[src/rtl/mul8_seq.sv]
// Sequential shift-and-add unsigned multiplier, W x W -> 2W; define MUL_ADD_REM_EN to add port r so p = a*b + r.
// Latency: fixed W RUN cycles; out_valid is seen by the edge T+W+1 after acceptance on edge T (W+2 cycles per op minimum).
// Backpressure: DONE holds p/out_valid until out_ready; in_ready stays low from acceptance until after the output handshake.
module mul8_seq #(
    parameter int W = 8
) (
    input  logic           clk,
    input  logic           rst_n,
    input  logic           in_valid,
    output logic           in_ready,
    input  logic [W-1:0]   a,
    input  logic [W-1:0]   b,
`ifdef MUL_ADD_REM_EN
    input  logic [W-1:0]   r,
`endif
    output logic           out_valid,
    input  logic           out_ready,
    output logic [2*W-1:0] p,
    output logic           busy
);

    localparam int CW = (W > 1) ? $clog2(W) : 1;

    typedef enum logic [1:0] {
        S_IDLE = 2'd0,
        S_RUN  = 2'd1,
        S_DONE = 2'd2
    } state_t;

    state_t          state;
    state_t          state_nxt;
    logic [2*W-1:0]  mcand;
    logic [2*W-1:0]  acc;
    logic [2*W-1:0]  acc_step;
    logic [2*W-1:0]  acc_init;
    logic [W-1:0]    mplier;
    logic [CW-1:0]   cnt;
    logic            last;
    logic            accept;

    // Accumulator seed: the addend when the multiply-add build is enabled, else zero.
`ifdef MUL_ADD_REM_EN
    assign acc_init = {{W{1'b0}}, r};
`else
    assign acc_init = '0;
`endif

    // One shift-and-add iteration; the sum cannot exceed 2W bits.
    assign acc_step = mplier[0] ? (acc + mcand) : acc;
    assign last     = (cnt == CW'(W - 1));

    // State register with synchronous reset; reset wins over any handshake.
    always_ff @(posedge clk) begin
        if (!rst_n) begin
            state <= S_IDLE;
        end else begin
            state <= state_nxt;
        end
    end

    // Next-state and handshake outputs decoded from the current state.
    always_comb begin
        state_nxt = state;
        in_ready  = 1'b0;
        out_valid = 1'b0;
        busy      = 1'b0;
        accept    = 1'b0;
        case (state)
            S_IDLE: begin
                in_ready = 1'b1;
                if (in_valid) begin
                    accept    = 1'b1;
                    state_nxt = S_RUN;
                end
            end
            S_RUN: begin
                busy = 1'b1;
                if (last) begin
                    state_nxt = S_DONE;
                end
            end
            S_DONE: begin
                busy      = 1'b1;
                out_valid = 1'b1;
                if (out_ready) begin
                    state_nxt = S_IDLE;
                end
            end
            default: begin
                state_nxt = S_IDLE;
            end
        endcase
    end

    // Datapath: operands latched only at acceptance, then W fixed iterations; p loads once on the final one.
    always_ff @(posedge clk) begin
        if (!rst_n) begin
            mcand  <= '0;
            mplier <= '0;
            acc    <= '0;
            cnt    <= '0;
            p      <= '0;
        end else begin
            case (state)
                S_IDLE: begin
                    if (accept) begin
                        mcand  <= {{W{1'b0}}, a};
                        mplier <= b;
                        acc    <= acc_init;
                        cnt    <= '0;
                    end
                end
                S_RUN: begin
                    acc    <= acc_step;
                    mcand  <= mcand << 1;
                    mplier <= mplier >> 1;
                    cnt    <= cnt + 1'b1;
                    if (last) begin
                        p <= acc_step;
                    end
                end
                default: begin
                end
            endcase
        end
    end

endmodule

[config.mk]
export PLATFORM = sky130hd
export DESIGN_NAME = mul8_seq
export DESIGN_NICKNAME = d
export VERILOG_FILES = /design/src/rtl/mul8_seq.sv
export SDC_FILE = /design/constraint.sdc
export NUM_CORES = 1
export LEC_CHECK = 0
export CAP_MARGIN = 20
export CORE_MARGIN = 2
export CORE_UTILIZATION = 59
export CTS_BUF_LIST = sky130_fd_sc_hd__clkbuf_8
export CTS_CLUSTER_DIAMETER = 50
export DETAILED_ROUTE_END_ITERATION = 10
export PLACE_DENSITY = 0.84
export RECOVER_POWER = 50
export SYNTH_ARGS = -nofsm -noshare
export SYNTH_HDL_FRONTEND = slang
export SYNTH_SLANG_ARGS = --single-unit
[constraint.sdc]
create_clock -name clk -period 7 [get_ports clk]
set_input_delay 1.4 -clock clk [delete_from_list [all_inputs] [get_ports clk]]
set_output_delay 1.4 -clock clk [all_outputs]
set_load 0.01 [all_outputs]
==> impl_results.md <==
* Synth warnings at 0
* Cell Int Power at 598 uW
* Mux cell area share after synthesis at 0.0643
* RSZ-0062 raised after global routing: false
* Failing checks: capacitance limit, slew limit
* Commonest non-fill, non-tap cell in the layout: dfxtp_1
* Ordered cell list for the critical path: dlygate4sd3_1 -> inv_1 -> clkbuf_1 -> o41ai_1
* CP Capture Type: flop
* Synth Area in Compound Gates at 0.275
* Pin count of the biggest net entering global routing at 50
* Seq cells post-synth at 61
* Startpoint type of the worst setup path: primary input
* ANT nets after route at 0
* Cts-stage hold buffer count at 0
* Worst setup path start: rst_n
* Mapped Cells at ~380
* GRT overflow at 0
* Nets at approximately 440
* HP Class: flop to flop
* Net switching power at 244 uW
* Global Route Usage Sum at 0.261
* N_diodes at 0
* Leakage power at roughly 0.0016 uW
* Hold Crit Depth at 2
* Final WS setup at between 3 and 4 ns
* Cell Rows at 27
* Vias at slightly below 3,000
* Switching Share at 0.290
* Dpl hpwl at approximately 5300 um
* Max-cap violations at 2
* Placer congestion estimate at about 0.92
* CTS resizes at 0
* Core ar. at between 0.005 and 0.006 mm^2
* Ys async rst share at 0
* VDD IR-drop max at 0.144 mV
* Crit path max fanout at 49
* Max Clock Freq at 262 MHz
* Worst Path Buf+Inv at 3
* Clock network power share at 0.360
* Worst Path Arrival at 3.96 ns
* Worst R2R Start: state[1]$_SDFFE_PN0P_
* EDFF count, synth at 0
* Required time worst endpoint at between 7 and 8 ns
* CTS tree: done
* Setup TNS at 0 ns
* Avg Cell Area, Syn at between 8 and 9 um^2
* H-Tree Depth at 3
* Worst path max stage delay at ~1.5 ns
* Tmin final at 3.81 ns
* Mapped Nets at about 420
* Pre-antenna DRT Iters at 4
* Dominant combinational cell family by area after synthesis: compound AO/OA/AOI/OAI gates
* Initial Util at 0.601
* Clock Skew at around 0.0068 ns
* Area added between synthesis and finish at 17.3%
* Clock-pin slew on the worst setup and hold paths at ~0.070 ns
* CTS Sinks at 61
* Postcts setup bufs at 0
* Ports at 39
* Area of the mapped netlist at 0.00327 mm^2
* Iter 0 DRT Violations at ~150
* Die H at a little under 80 um
* CP Depth at 4
* Placed insts at between 400 and 500
* R2R Setup Slk at around 3.4 ns
* Post-Synth Simple-Gate Area at 0.135
* DP Worst Slack at just over 3 ns
* First-pass GRT wire length at approximately 13,000 um
* Seq pwr share at 0.460
* Main synth FF type: dfxtp_1
* Register area share after synthesis at 0.374
* Vias per inst at 6.03
* Synth unique cells at 50
* Post-Layout Cell Count at about 480
* Crit-path leading delay family: buffers and inverters
* Slowest stage cell on the critical path: clkbuf_1
* Hold slack at roughly 0.47 ns
* Xor/xnor share of the synthesized area at 0.0295
* Hold Startpoint: p[2]$_SDFFE_PN0P_
* Post-layout util at 0.705
* Initial antenna violation count at 0
* WL final at between 7000 and 8000 um
* Final Max Tran Viols at approximately 70
* Root Driver: clkbuf_8
* Hold Vio Cnt, Final at 0
* Routed WL per cell at 15.6 um
* Die X at 78.4 um
* Worst setup path class: primary input to flop
* Cell area power density at approximately 220 mW/mm^2
* Die area at just over 0.006 mm^2
* # setup viols final at 0
* CTS buffer count at 9
* Worst-margin pin slew at 2.46 ns
* RR Endpoint: acc[7]$_SDFFE_PN0P_
* Most frequent cells in the layout: 61 x dfxtp_1, 52 x nor2_1, 25 x nand2_1
* Slew HR at -0.656
* Number of global-route vias before repair at 2,734
* DRC at 0
* Clk_lat worst skew at between 0.3 and 0.4 ns
* Status: complete, but fails checks
* Fraction of layout cells with a size suffix above 1 at 0.0565
* WHS Endpoint: p[2]$_SDFFE_PN0P_
* Comb pwr share at 0.180
* Port bufs at 38
* Synth Area in Adders at 0.0827
* R2r worst-path depth at 5
* Clock Path Buffers at 2
* Final period util at 0.544
[synthesized netlist by cell type, drive strengths merged, types with 3 or more instances]
master   count  share of area
a2bb2oi      4          0.011
nand2       25          0.029
o21ai       23          0.035
a31oi        3         0.0057
a211oi      25          0.060
a22oi       17          0.039
and2         3         0.0057
clkbuf      19          0.022
buf          6         0.0084
a21oi       24          0.038
dfxtp       61           0.37
xor2         7          0.019
o31ai        4         0.0092
or3          3         0.0057
nor2        52          0.060
ha          20          0.077
a21o         7          0.016
mux2i       21          0.064
o21a         4         0.0092
inv          8         0.0092
nor3         6         0.0092
xnor2        4          0.011
a311oi       4          0.011
[layout make-up]
cell class / count / area [um^2]
fill: 451 / 1600
tap: 72 / 90.1
timing repair buffer: 39 / 384
multi-input combinational: 283 / 1920
clock inverter: 6 / 53.8
inverter: 8 / 30.0
sequential: 61 / 1220
clock buffer: 10 / 138
[tightest hold or removal path, stage by stage (launching register included)]
cell and delay [ns]:
dfxtp_1 0.32, nand2_1 0.06, a21oi_1 0.05
[logic make-up after synthesis]
family                     Yosys count
AOI/OAI and AO/OA                  128
xor gates and xnor gates            11
adders and majority gates           21
buffers and inverters               33
DFF                                 61
muxes                               21
and+or+nand+nor                    102
[flip-flops by register name, indices dropped and copies added, names as in the netlist]
signal	cells
acc	16
mcand	16
p	16
mplier	8
cnt	3
state	2
[routing by layer]
metal / vias up / global-route usage / part of all wire / wire length, um
li1: 1449 / - / - / -
met1: 1358 / 0.322 / 0.45 / 3400
met2: 62 / 0.444 / 0.49 / 3640
met3: 17 / 0.0448 / 0.037 / 280
met4: 0 / 0.123 / 0.023 / 172
met5: - / 0 / 0 / 0
[how the worst max path moves through the flow]
stage / to / slack, ns
final: p[8]$_SDFFE_PN0P_ / 3.19
after global routing: p[8]$_SDFFE_PN0P_ / 2.92
after CTS: acc[9]$_SDFFE_PN0P_ / 3.47
after detailed placement: acc[9]$_SDFFE_PN0P_ / 3.11
after global placement: acc[13]$_SDFFE_PN0P_ / 3.17
after floorplan: acc[14]$_SDFFE_PN0P_ / 4.43
[through the flow]
step | power (uW) | cell area (um^2)
2_1_floorplan | 504 | 3270
3_3_place_gp | 541 | 3650
3_5_place_dp | 546 | 3650
4_1_cts | 849 | 3840
5_1_grt | 884 | 3830
6_report | 842 | 3830
[power groups by stage]
stage | clock network [uW] | registers (uW) | logic, uW
finish | 303 | 388 | 152
global route | 327 | 390 | 166
CTS | 310 | 387 | 153
detailed placement | 0 | 395 | 152
global placement | 0 | 394 | 146
floorplan | 0 | 384 | 120
(Power assumes the default switching activity.)
